==> src/rtl/pp_pipeline_accel_prod_requant_if.sv <==
// Stream bundle for pp_pipeline_accel_prod_requant.
// It carries the operand-pair input stream (s_*) and the requantized pixel output stream (m_*).
interface pp_pipeline_accel_prod_requant_if #(
  parameter int A_W   = 48,
  parameter int B_W   = 42,
  parameter int OUT_W = 8
);
  logic                  s_valid;
  logic                  s_ready;
  logic [A_W-1:0]        s_a;
  logic signed [B_W-1:0] s_b;
  logic                  m_valid;
  logic                  m_ready;
  logic [OUT_W-1:0]      m_data;

  // Producer of operands and consumer of pixels.
  modport master (
    output s_valid, s_a, s_b, m_ready,
    input  s_ready, m_valid, m_data
  );

  // The requant block.
  modport slave (
    input  s_valid, s_a, s_b, m_ready,
    output s_ready, m_valid, m_data
  );
endinterface

==> src/rtl/pp_pipeline_accel_prod_requant.sv <==
// Feeds an external pipelined multiplier, tracks beats with a valid shadow, requantizes
// products to unsigned pixels and buffers them in a small FIFO. Optional macro PP_REQUANT_ROUND_EN.
module pp_pipeline_accel_prod_requant #(
  parameter int A_W        = 48,
  parameter int B_W        = 42,
  parameter int PROD_W     = 74,
  parameter int MUL_LAT    = 4,
  parameter int SHIFT      = 40,
  parameter int OUT_W      = 8,
  parameter int FIFO_DEPTH = 2
) (
  input  logic                     clk,
  input  logic                     reset,
  pp_pipeline_accel_prod_requant_if.slave bus,
  input  logic signed [8:0]        zero_point,
  output logic                     mul_ce,
  output logic [A_W-1:0]           mul_din0,
  output logic signed [B_W-1:0]    mul_din1,
  input  logic signed [PROD_W-1:0] mul_dout,
  output logic [15:0]              sat_cnt
);

  localparam int EXT_W = PROD_W + 1;
  localparam int ZP_W  = PROD_W - SHIFT + 2;
  localparam int PTR_W = (FIFO_DEPTH > 1) ? $clog2(FIFO_DEPTH) : 1;
  localparam int CNT_W = $clog2(FIFO_DEPTH + 1);

  localparam logic [CNT_W-1:0]       FULL_CNT = CNT_W'(FIFO_DEPTH);
  localparam logic [PTR_W-1:0]       LAST_PTR = PTR_W'(FIFO_DEPTH - 1);
  localparam logic signed [ZP_W-1:0] PIX_MAX  = ZP_W'((1 << OUT_W) - 1);
  localparam logic [15:0]            SAT_MAX  = 16'hFFFF;
`ifdef PP_REQUANT_ROUND_EN
  localparam logic signed [EXT_W-1:0] ROUND_TERM = EXT_W'(1) << (SHIFT - 1);
`endif

  logic                    adv;
  logic                    hs;
  logic                    push;
  logic                    pop;
  logic                    clip;
  logic [MUL_LAT-1:0]      v_q, v_d;
  logic [CNT_W-1:0]        count_q, count_d;
  logic [PTR_W-1:0]        wr_ptr_q, wr_ptr_d;
  logic [PTR_W-1:0]        rd_ptr_q, rd_ptr_d;
  logic [OUT_W-1:0]        mem_q [FIFO_DEPTH];
  logic [OUT_W-1:0]        mem_d [FIFO_DEPTH];
  logic [15:0]             sat_q, sat_d;
  logic signed [EXT_W-1:0] ext;
  logic signed [EXT_W-1:0] rnd;
  logic signed [ZP_W-1:0]  scaled;
  logic signed [ZP_W-1:0]  zp_ext;
  logic signed [ZP_W-1:0]  sum;
  logic [OUT_W-1:0]        pix;

  // Advance depends only on the registered FIFO count, so m_ready never reaches s_ready.
  assign adv         = (count_q < FULL_CNT);
  assign mul_ce      = adv;
  assign bus.s_ready = adv;
  assign mul_din0    = bus.s_a;
  assign mul_din1    = bus.s_b;
  assign bus.m_valid = (count_q != '0);
  assign bus.m_data  = mem_q[rd_ptr_q];
  assign sat_cnt     = sat_q;

  // Requantize the product that leaves the multiplier in this cycle.
  always_comb begin
    // NOTE: every always_comb output gets a default first so no path can infer a latch.
    clip   = 1'b1;
    pix    = '0;
    ext    = {mul_dout[PROD_W-1], mul_dout};
`ifdef PP_REQUANT_ROUND_EN
    rnd    = ext + ROUND_TERM;
`else
    rnd    = ext;
`endif
    scaled = ZP_W'(rnd >>> SHIFT);
    zp_ext = ZP_W'(zero_point);
    sum    = scaled + zp_ext;
    if (sum[ZP_W-1]) begin
      pix = '0;
    end else if (sum > PIX_MAX) begin
      pix = '1;
    end else begin
      pix  = sum[OUT_W-1:0];
      clip = 1'b0;
    end
  end

  // Valid shadow, FIFO bookkeeping and clip counter.
  always_comb begin
    hs       = bus.s_valid & adv;
    push     = adv & v_q[MUL_LAT-1];
    pop      = bus.m_valid & bus.m_ready;
    v_d      = adv ? ((v_q << 1) | MUL_LAT'(hs)) : v_q;
    mem_d    = mem_q;
    wr_ptr_d = wr_ptr_q;
    rd_ptr_d = rd_ptr_q;
    count_d  = count_q;
    sat_d    = sat_q;

    if (push) begin
      mem_d[wr_ptr_q] = pix;
      wr_ptr_d        = (wr_ptr_q == LAST_PTR) ? '0 : wr_ptr_q + 1'b1;
      if (clip && (sat_q != SAT_MAX)) begin
        sat_d = sat_q + 16'd1;
      end
    end

    if (pop) begin
      rd_ptr_d = (rd_ptr_q == LAST_PTR) ? '0 : rd_ptr_q + 1'b1;
    end

    case ({push, pop})
      2'b10:   count_d = count_q + 1'b1;
      2'b01:   count_d = count_q - 1'b1;
      default: count_d = count_q;
    endcase
  end

  // NOTE: sequential state uses non-blocking assignments so every flop samples pre-edge values.
  always_ff @(posedge clk) begin
    if (reset) begin
      v_q      <= '0;
      count_q  <= '0;
      wr_ptr_q <= '0;
      rd_ptr_q <= '0;
      sat_q    <= '0;
      // NOTE: the FIFO storage is tiny and m_data must read 0 after reset, so it is cleared too.
      for (int i = 0; i < FIFO_DEPTH; i++) begin
        mem_q[i] <= '0;
      end
    end else begin
      v_q      <= v_d;
      count_q  <= count_d;
      wr_ptr_q <= wr_ptr_d;
      rd_ptr_q <= rd_ptr_d;
      sat_q    <= sat_d;
      mem_q    <= mem_d;
    end
  end

endmodule
==> src/flat_wrapper.sv <==
// flat-port wrapper written by rule: the top's interface ports become plain ports
module pp_pipeline_accel_prod_requant_flat 
#(
  parameter int A_W        = 48,
  parameter int B_W        = 42,
  parameter int PROD_W     = 74,
  parameter int MUL_LAT    = 4,
  parameter int SHIFT      = 40,
  parameter int OUT_W      = 8,
  parameter int FIFO_DEPTH = 2
)
  (clk, reset, zero_point, mul_ce, mul_din0, mul_din1, mul_dout, sat_cnt, bus_s_valid, bus_s_a, bus_s_b, bus_m_ready, bus_s_ready, bus_m_valid, bus_m_data);
  pp_pipeline_accel_prod_requant_if #(.A_W(A_W), .B_W(B_W), .OUT_W(OUT_W)) bus_i ();
  input  logic clk;
  input  logic reset;
  input  logic signed [8:0] zero_point;
  output logic mul_ce;
  output logic [A_W-1:0] mul_din0;
  output logic signed [B_W-1:0] mul_din1;
  input  logic signed [PROD_W-1:0] mul_dout;
  output logic [15:0] sat_cnt;
  input wire logic [$bits(bus_i.s_valid)-1:0] bus_s_valid;
  input wire logic [$bits(bus_i.s_a)-1:0] bus_s_a;
  input wire logic [$bits(bus_i.s_b)-1:0] bus_s_b;
  input wire logic [$bits(bus_i.m_ready)-1:0] bus_m_ready;
  output wire logic [$bits(bus_i.s_ready)-1:0] bus_s_ready;
  output wire logic [$bits(bus_i.m_valid)-1:0] bus_m_valid;
  output wire logic [$bits(bus_i.m_data)-1:0] bus_m_data;
  assign bus_i.s_valid = bus_s_valid;
  assign bus_i.s_a = bus_s_a;
  assign bus_i.s_b = bus_s_b;
  assign bus_i.m_ready = bus_m_ready;
  assign bus_s_ready = bus_i.s_ready;
  assign bus_m_valid = bus_i.m_valid;
  assign bus_m_data = bus_i.m_data;
  pp_pipeline_accel_prod_requant #(.A_W(A_W), .B_W(B_W), .PROD_W(PROD_W), .MUL_LAT(MUL_LAT), .SHIFT(SHIFT), .OUT_W(OUT_W), .FIFO_DEPTH(FIFO_DEPTH)) u_core (.clk(clk), .reset(reset), .bus(bus_i), .zero_point(zero_point), .mul_ce(mul_ce), .mul_din0(mul_din0), .mul_din1(mul_din1), .mul_dout(mul_dout), .sat_cnt(sat_cnt));
endmodule
==> config.mk <==
export PLATFORM = sky130hd
export DESIGN_NAME = pp_pipeline_accel_prod_requant_flat
export DESIGN_NICKNAME = d
export VERILOG_FILES = /design/src/rtl/pp_pipeline_accel_prod_requant_if.sv /design/src/rtl/pp_pipeline_accel_prod_requant.sv /design/src/flat_wrapper.sv
export SDC_FILE = /design/constraint.sdc
export NUM_CORES = 1
export LEC_CHECK = 0
export ABC_AREA = 1
export ABC_CLOCK_PERIOD_IN_PS = 8800
export BUFFER_PORTS_ARGS = -buffer_cell sky130_fd_sc_hd__buf_2
export CORE_AREA = 3 3 113 115
export DETAILED_ROUTE_END_ITERATION = 10
export DIE_AREA = 0 0 116 118
export GPL_TIMING_DRIVEN = 0
export PLACE_DENSITY = 0.83
export SYNTH_ARGS = -nofsm -noshare
export SYNTH_HDL_FRONTEND = slang
export SYNTH_SLANG_ARGS = --single-unit
==> constraint.sdc <==
create_clock -name clk -period 8.8 [get_ports clk]
set_input_delay 1.76 -clock clk [delete_from_list [all_inputs] [get_ports clk]]
set_output_delay 1.76 -clock clk [all_outputs]
set_load 0.02 [all_outputs]
---- Word-level counts from Yosys, hierarchy flattened ----
Index checks and enable logic that the tools add are counted.
storage, ports and cells
  register bits ........................... 40
  word-level logic and storage cells ...... 45
operators by class
  eq/ne operators ......................... 3
  add/sub/neg operators ................... 6
  bitwise logic cells ..................... 6
  order comparisons ....................... 5
  reduce and logical (&&, ||, !) cells .... 5
  multiplexer cells ....................... 13
operator list
  cell                   count
  $mux 8                 6
  $gt 36x9->1 const B    1
  $add 34x9->35          1
  $add 16x1->16 const B  1
  $bwmux 16              1
  $ne 16x16->1 const B   1
  $demux 8 s1            1
  $ge 2x2->1 const B     2
  $mux 1                 4
  $not 1->2              2
  $or 4x1->4             1
  $pmux 2 s2             1
  $reduce_bool 2->1      2
  $and 1x1->1            3
  $add 1x1->1 const B    2
  $add 2x1->2 const B    1
  $eq 2x1->1 const B     1
  $eq 2x2->1 const B     1
  $logic_and 1x1->1      2
  $lt 2x1->1 const B     1
  $lt 2x2->1 const B     1
  $reduce_and 2->1       1
  $sub 2x1->2 const B    1

---- Depth between registers and ports, before layout ----
Gate-level depths: netlist of the first run.
  depth after elaboration ................. 6
  depth in mapped cells ................... 21
  depth with buffers taken out ............ 21

---- Least setup slack after synthesis of the first run ----
Ideal clock, no wire load.
  path kind ............................... input-to-reg
  from .................................... in zero_point[0]
  to ...................................... reg u_core.sat_q[0] (netlist: u_core.sat_cnt[0])
  slack ................................... 4,796 ps
  stages .................................. 20
  required time ........................... 8,685 ps
  arrival time ............................ 3,888 ps
  setup time .............................. 115 ps
  buffers on the path ..................... 1
  cell sequence ........................... ha_1 inv_1 fa_1 inv_1 nand3_1 nand3_1 nand2_1 nand2_1 nand2_1 nand2_1 nand2_1 nand2_1 nand3_1 nor3_2 nand2_1 nor2_2 nand3_4 buf_2 a21oi_1 nor2_1
on the way
  longest elaborated chain between the ends .. 6
RTL lines
  element                              line                                   text
  start, declared                      flat_wrapper.sv:16                     input logic signed [8:0] zero_point;
  $add 34x9->35 *                      pp_pipeline_accel_prod_requant.sv:78   sum = scaled + zp_ext;
  $gt 36x9->1                          pp_pipeline_accel_prod_requant.sv:81   end else if (sum > PIX_MAX) begin
  $mux 1                               pp_pipeline_accel_prod_requant.sv:81
  $mux 1 *                             pp_pipeline_accel_prod_requant.sv:79   if (sum[ZP_W-1]) begin
  $logic_and 1x1->1 *                  pp_pipeline_accel_prod_requant.sv:104  if (clip && (sat_q != SAT_MAX)) begin
  $reduce_and 2->1 (no source line) *  -
  end signal, assigned                 pp_pipeline_accel_prod_requant.sv:137  sat_q <= sat_d;
  end, declared                        pp_pipeline_accel_prod_requant.sv:47   logic [15:0] sat_q, sat_d;
Mark *: on every way between the ends. The rest lies on a longest branch, timed or not.
A chain may end at the register's enable or synchronous reset.

---- Final worst setup path of the first run ----
  from .................................... in zero_point[0]
  to ...................................... reg u_core.sat_q[14] (netlist: u_core.sat_cnt[14])
The elaborated chain is that of the path after synthesis.

==> results of run 1 <==
[stage by stage]
step / cells / total power, mW / hold slack, ns / util
global placement: 1296 / 0.539 / 0.439 / 0.556
global route: 1304 / 0.817 / 0.483 / 0.572
detailed placement: 1296 / 0.544 / 0.445 / 0.556
CTS: 1304 / 0.764 / 0.460 / 0.572
finish: 1304 / 0.761 / 0.457 / 0.572
floorplan: 987 / 0.456 / 0.428 / -
[logic make-up (layout without fill, tap and decap cells)]
logic type,count (synthesis),in the layout,share of synthesized area
simple gates,550,550,0.426
flops,40,40,0.142
xor+xnor,21,21,0.0327
fa+ha+maj,37,37,0.0836
compound gates,88,88,0.0842
buf+inv,250,420,0.229
mux,1,1,0.00200
[cells in the final DEF, fill, tap and decap left out, types with 2 or more instances in the layout]
cell type / instances
nand2_1: 320
buf_2: 163
inv_1: 144
buf_4: 91
nor2_1: 82
nand3_1: 72
a21oi_1: 48
dfxtp_1: 40
ha_1: 36
o21ai_0: 28
nand2_2: 15
nand4_1: 12
nor2_2: 11
xor2_1: 11
xnor2_1: 10
nor3_1: 9
and2_1: 7
inv_2: 6
o21bai_1: 6
clkbuf_1: 5
nor3_2: 5
nand3_2: 5
clkbuf_16: 5
a21oi_2: 4
nor4_1: 4
nand2_4: 2
nand3b_1: 2
clkbuf_8: 2
[power groups by stage]
stage	combinational [mW]	clock (mW)	sequential (mW)
global placement	0.344	0	0.195
global route	0.397	0.228	0.192
CTS	0.351	0.222	0.191
floorplan	0.262	0	0.194
detailed placement	0.349	0	0.195
finish	0.353	0.217	0.191
[how the worst min path moves through the flow]
stage | startpoint | to | slack, ns | cells past startpoint
2_1_floorplan | u_core.mem_q[0] | u_core.mem_q[0] | 0.43 | 2
3_3_place_gp | u_core.mem_q[0] | u_core.mem_q[0] | 0.44 | 2
3_5_place_dp | u_core.mem_q[1] | u_core.mem_q[1] | 0.44 | 2
4_1_cts | u_core.mem_q[1] | u_core.mem_q[1] | 0.46 | 2
5_1_grt | u_core.mem_q[0] | u_core.mem_q[0] | 0.48 | 2
6_report | u_core.mem_q[6] | u_core.mem_q[6] | 0.46 | 2
[routing by layer]
layer / GRT usage / vias to the layer above / wire length, um
met2: 0.383 / 208 / 7430
met1: 0.280 / 2762 / 6920
li1: - / 3338 / -
met3: 0.0195 / 21 / 803
met4: 0.0645 / 0 / 355
met5: 0 / - / 0
[critical path, cell delays in order]
cell,delay [ns]
buf_2,0.08
ha_1,0.24
inv_1,0.08
fa_1,0.42
inv_1,0.13
nand3_1,0.08
nand3_1,0.16
nand2_1,0.07
nand2_1,0.16
nand2_1,0.09
nand2_1,0.13
nand2_1,0.06
nand2_1,0.11
nand3_1,0.10
nor3_2,0.11
nand2_1,0.08
nor2_2,0.13
nand3_4,0.16
nand2_4,0.13
buf_6,0.15
nand2_1,0.05
a21oi_1,0.13
[final cells by class]
cell class,count,area share
Clock inverter,1,0.00441
Sequential cell,40,0.118
Timing Repair Buffer,162,0.119
Clock buffer,7,0.0224
Buffer,99,0.106
Tap cell,147,0.0270
Multi-Input combinational cell,697,0.520
Inverter,151,0.0833
[state kept, by name, summed over array words and instances (netlist names)]
signal and cells:
u_core.sat_cnt 16, u_core.wr_ptr_q 1, u_core.v_q 4, u_core.mem_q 16, u_core.count_q 2, u_core.rd_ptr_q 1
==> flow_metrics.env, run 1 <==
export IMPL_grt_pass1_wl_mm=25.5
export IMPL_power_leakage_nw=3.88
export IMPL_finClkSkew_ns=0.00576
export IMPL_worstSetupEndpoint="u_core.sat_cnt[14]"
export IMPL_gp_congestion=0.940
export IMPL_clk_transition_reported_paths_ns=0.06
export IMPL_period_needed_ns=4.41
export IMPL_wl_mm=15.5
export IMPL_ios=294
export IMPL_fin_ws_ns=4.39
export IMPL_drc=0
export IMPL_fin_nets=1370
export IMPL_fin_crit_sh=0.501
export IMPL_cts_max_path_buffers=2
export IMPL_die_h_um=118
export IMPL_tns_ns=0
export IMPL_critical_path_startpoint="zero_point[0]"
export IMPL_pwr_share_clk=0.286
export IMPL_arrival_ns=4.62
export IMPL_p_int_uw=468
export IMPL_syn_area_um2=5630
export IMPL_final_hold_viol_count=0
export IMPL_seq_power_share=0.251
export IMPL_path_max_fanout=10
export IMPL_grt_start_max_net_pins=27
export IMPL_drive_above_1_share=0.271
export IMPL_final_antenna_net_count=0
export IMPL_crit_type="in -> reg"
export IMPL_cts_sinks=40
export IMPL_io_buffers=162
export IMPL_p_per_area_nw_per_um2=112
export IMPL_rr_endpoint="u_core.sat_cnt[0]"
export IMPL_first_iter_violations=435
export IMPL_dieArea_um2=13700
export IMPL_fmax_mhz=227
export IMPL_fin_area_um2=6810
export IMPL_yosysMostFrequentCell="nand2_1"
export IMPL_fillCellCount=1247
export IMPL_syn_to_final_growth_pct=20.9
export IMPL_multi_input_area_um2=3540
export IMPL_wire_per_inst_um=11.9
export IMPL_yosysSeqAreaShare=0.142
export IMPL_yosysUniqueCellTypes=37
export IMPL_die_w_um=116
export IMPL_max_slew_margin=0.576
export IMPL_dp_slack_ns=4.13
export IMPL_tightest_slew_ns=0.634
export IMPL_drtPass1Iterations=5
export IMPL_cts_inserted_buffers=5
export IMPL_p_sw_frac=0.385
export IMPL_irDropWorstVdd_uv=72.3
export IMPL_vias=6329
export IMPL_dp_final_hpwl_mm=13.3
export IMPL_clk_latency_ns=0.28
export IMPL_ys_ff_latch=40
export IMPL_n_antenna_cell=0
export IMPL_initial_core_util=0.473
export IMPL_cap_violations=0
export IMPL_yosysWarnings=0
export IMPL_gr_total_overflow=0
export IMPL_drv_slew=0
export IMPL_holdBufCountCts=0
export IMPL_grt_pass1_vias=5814
export IMPL_dpl_instance_area_um2=6630
export IMPL_synth_fp_nets=1201
export IMPL_synthTopCellsByArea="nand2_1, dfxtp_1, buf_4, inv_1, ha_1"
export IMPL_coreArea_um2=11900
export IMPL_cts_root_buf="clkbuf_16"
export IMPL_r2r_start="u_core.sat_cnt[0]"
export IMPL_cts_max_level=2
export IMPL_post_cts_buffers=0
export IMPL_yosys_area_top_type_share=0.213
export IMPL_synth_flop_cell="dfxtp_1"
export IMPL_finalSetupViolCount=0
export IMPL_status="finished, final reports clean"
export IMPL_vias_per_cell=4.85
export IMPL_switchingPower_uw=293
export IMPL_synth_top_area_cell="nand2_1"
export IMPL_antenna_found_initial=0
export IMPL_grt_usage=0.218
export IMPL_regArea_um2=801
export IMPL_synthCells=987
export IMPL_rows=40
export IMPL_min_path_type="reg -> reg"
export IMPL_combPwrFrac=0.463
export IMPL_synth_common_cells="nand2_1, inv_1, buf_4"
export IMPL_required_ns=9.01
export IMPL_endpoint_kind="register"
export IMPL_cts_tree="yes"
export IMPL_avgSynthCellArea_um2=5.70
export IMPL_synth_edff_count=0
export IMPL_rsz0062_at_grt="false"
export IMPL_ff2ff_path_depth=9
export IMPL_ys_async_sr_fraction=0
export IMPL_cts_resized=0
export IMPL_cp_start_kind="input port"
export IMPL_r2r_slack_ns=6.30
Power figures use the tool's default switching activity.
==> run 2: changes to the inputs <==
ABC_AREA = 0   (was 1)
ABC_CLOCK_PERIOD_IN_PS = 4100   (was 8800)
CORE_AREA = 3 3 114 116   (was 3 3 113 115)
DIE_AREA = 0 0 117 119   (was 0 0 116 118)
PLACE_DENSITY = 0.73   (was 0.83)
clock period = 4.1 ns   (was 8.8 ns; I/O delays follow)
==> run 2 against run 1 <==
Utilization is 4.5 points lower. Hold slack worse by 0.0088 ns. First-iteration DRC count shrank 7.6%. Global-route usage is 4.8 points lower. Wire length shrank 11%. Via count is 17% lower. Largest cell class unchanged.
==> flow_metrics.env, run 2 <==
export IMPL_p_per_area_nw_per_um2=242
export IMPL_grt_pass1_vias=4479
export IMPL_wire_per_inst_um=14.4
export IMPL_endpoint_kind="register"
export IMPL_syn_area_um2=4650
export IMPL_pwr_share_clk=0.284
export IMPL_yosysMostFrequentCell="buf_4"
export IMPL_mostFrequentLayoutCell="buf_2"
export IMPL_yosysWarnings=0
export IMPL_crit_type="in -> reg"
export IMPL_initial_core_util=0.387
export IMPL_max_slew_margin=0.503
export IMPL_fin_ws_ns=0.0889
export IMPL_total_power_mw=1.53
export IMPL_fin_crit_sh=0.978
export IMPL_grt_pass1_wl_mm=20.1
export IMPL_cts_max_path_buffers=2
export IMPL_yosys_area_top_type_share=0.172
export IMPL_cts_sinks=40
export IMPL_cts_tree="yes"
export IMPL_synth_flop_cell="dfxtp_1"
export IMPL_required_ns=4.25
export IMPL_p_int_uw=987
export IMPL_cap_violations=0
export IMPL_synth_top_area_cell="dfxtp_1"
export IMPL_path_max_fanout=13
export IMPL_critPathBufInv=3
export IMPL_cts_root_buf="clkbuf_16"
export IMPL_synth_common_cells="buf_4, a21oi_1, nand2_1"
export IMPL_synth_fp_nets=846
export IMPL_cp_start_kind="input port"
export IMPL_p_sw_frac=0.356
export IMPL_clk_transition_reported_paths_ns=0.06
export IMPL_synth_edff_count=0
export IMPL_syn_to_final_growth_pct=36.0
export IMPL_n_antenna_cell=0
export IMPL_clk_latency_ns=0.28
export IMPL_combPwrFrac=0.457
export IMPL_synthTopCellsByArea="dfxtp_1, buf_4, ha_1, a21oi_1, o21ai_0"
export IMPL_path_delay_family="simple AND/OR/NAND/NOR gates"
export IMPL_gr_total_overflow=0
export IMPL_antenna_found_initial=0
export IMPL_dp_final_hpwl_mm=10.4
export IMPL_slowest_delay_ns=0.47
export IMPL_cts_max_level=2
export IMPL_seq_power_share=0.259
export IMPL_wl_mm=13.8
export IMPL_dp_slack_ns=-1.03
export IMPL_ys_async_sr_fraction=0
export IMPL_holdBufCountCts=0
export IMPL_yosysSeqAreaShare=0.172
export IMPL_irDropWorstVdd_uv=128
export IMPL_switchingPower_uw=545
export IMPL_vias=5229
export IMPL_arrival_ns=4.17
export IMPL_fmax_mhz=249
export IMPL_rsz0062_at_grt="true"
export IMPL_fillCellCount=1164
export IMPL_finClkSkew_ns=0.00376
export IMPL_final_hold_viol_count=0
export IMPL_die_h_um=119
export IMPL_most_common_layout_cells="buf_2, buf_4, nand2_1, a21oi_1"
export IMPL_grt_usage=0.170
export IMPL_drive_above_1_share=0.437
export IMPL_cp_cell_sequence="buf_16, ha_4, a21oi_4, o21a_1, nor3b_4, a2111oi_4, or4_1, a221o_1, nor4_2, nand4_2, o21ai_4, buf_6, buf_8, mux2i_1, nor2_1"
export IMPL_vias_per_cell=5.44
export IMPL_final_antenna_net_count=0
export IMPL_drv_slew=0
export IMPL_coreArea_um2=12000
export IMPL_period_needed_ns=4.01
export IMPL_drc=0
export IMPL_fin_nets=1027
export IMPL_avgSynthCellArea_um2=7.36
export IMPL_dieArea_um2=13900
export IMPL_io_buffers=162
export IMPL_status="finished, final reports clean"
export IMPL_drtPass1Iterations=5
export IMPL_cts_inserted_buffers=5
export IMPL_tightest_slew_ns=0.742
export IMPL_synthCells=632
export IMPL_utilization=0.527
export IMPL_ys_ff_latch=40
export IMPL_slowest_stage="or4_1"
export IMPL_first_iter_violations=402
export IMPL_tns_ns=0
export IMPL_min_path_type="reg -> reg"
export IMPL_ios=294
export IMPL_finalSetupViolCount=0
export IMPL_yosysUniqueCellTypes=62
export IMPL_power_leakage_nw=2.83
export IMPL_rows=40
export IMPL_grt_start_max_net_pins=27
export IMPL_die_w_um=117
export IMPL_gp_congestion=0.918
-- run 2: worst paths after layout --
check	from	endpoint	cells past startpoint	slack, ns
setup / recovery	zero_point[8]	u_core.sat_cnt[1]	15	0.09
hold reg to reg	u_core.mem_q[12]	u_core.mem_q[12]	2	0.45
setup reg to reg	u_core.sat_cnt[0]	u_core.sat_cnt[9]	10	1.86
hold / removal	u_core.mem_q[12]	u_core.mem_q[12]	2	0.45
-- run 2: stage by stage --
step | hold WS (ns) | instances | cell area, um2
floorplan | 0.420 | 632 | 4650
global placement | 0.431 | 941 | 5650
detailed placement | 0.440 | 941 | 5650
CTS | 0.452 | 951 | 5920
global route | 0.486 | 961 | 6330
finish | 0.449 | 961 | 6330
-- run 2: worst reg2reg max path, delay by kind of cell, from the launching register on --
kind / cells / cell delay (ns)
AND/OR/NAND/NOR: 3 / 0.52
AO/OA/AOI/OAI: 3 / 0.60
adder cells (fa/ha/maj): 1 / 0.21
flip-flops: 1 / 0.35
buffers and inverters: 3 / 0.50
-- run 2: area by class of cell --
cell class              count  area, um2  area share
clock inverters             2       35.0     0.00553
flip-flops and latches     40        801       0.127
plain buffers             113        801       0.127
inverters                  11       41.3     0.00652
clock buffers               6        129      0.0204
repair buffers            181       1020       0.162
multi-input cells         461       3320       0.524
well taps                 147        184      0.0291
-- run 2: routing by layer --
metal,GRT usage,vias up,part of all wire
met5,0,-,0
met4,0.0401,0,0.015
met3,0.0234,28,0.083
met2,0.291,282,0.48
met1,0.223,2354,0.42
li1,-,2565,-
-- run 2: cell families (layout without fill, tap and decap cells) --
group           count (synthesis)  count (layout)  synth area share
buf+inv                       131             313             0.187
fa+ha+maj                      37              37             0.101
xor+xnor                       20              20            0.0376
mux                            15              15            0.0347
flops                          40              40             0.172
compound gates                192             192             0.256
simple gates                  197             197             0.212
-- run 2: power groups by stage --
stage          Sequential (mW)  Clock (mW)  Combinational, mW
2_1_floorplan            0.405           0              0.451
3_3_place_gp             0.406           0              0.593
3_5_place_dp             0.406           0              0.598
4_1_cts                  0.397       0.439              0.621
5_1_grt                  0.398       0.455              0.761
6_report                 0.397       0.435              0.700
-- run 2: repair_timing --
| action | 4_1_cts | 5_1_grt |
|---|---|---|
| buffers inserted | 2 | 15 |
| pin swaps | 10 | 24 |
| endpoints found under the setup margin | 32 | 32 |
| gates cloned | 0 | 2 |
| gates resized for setup | 22 | 61 |
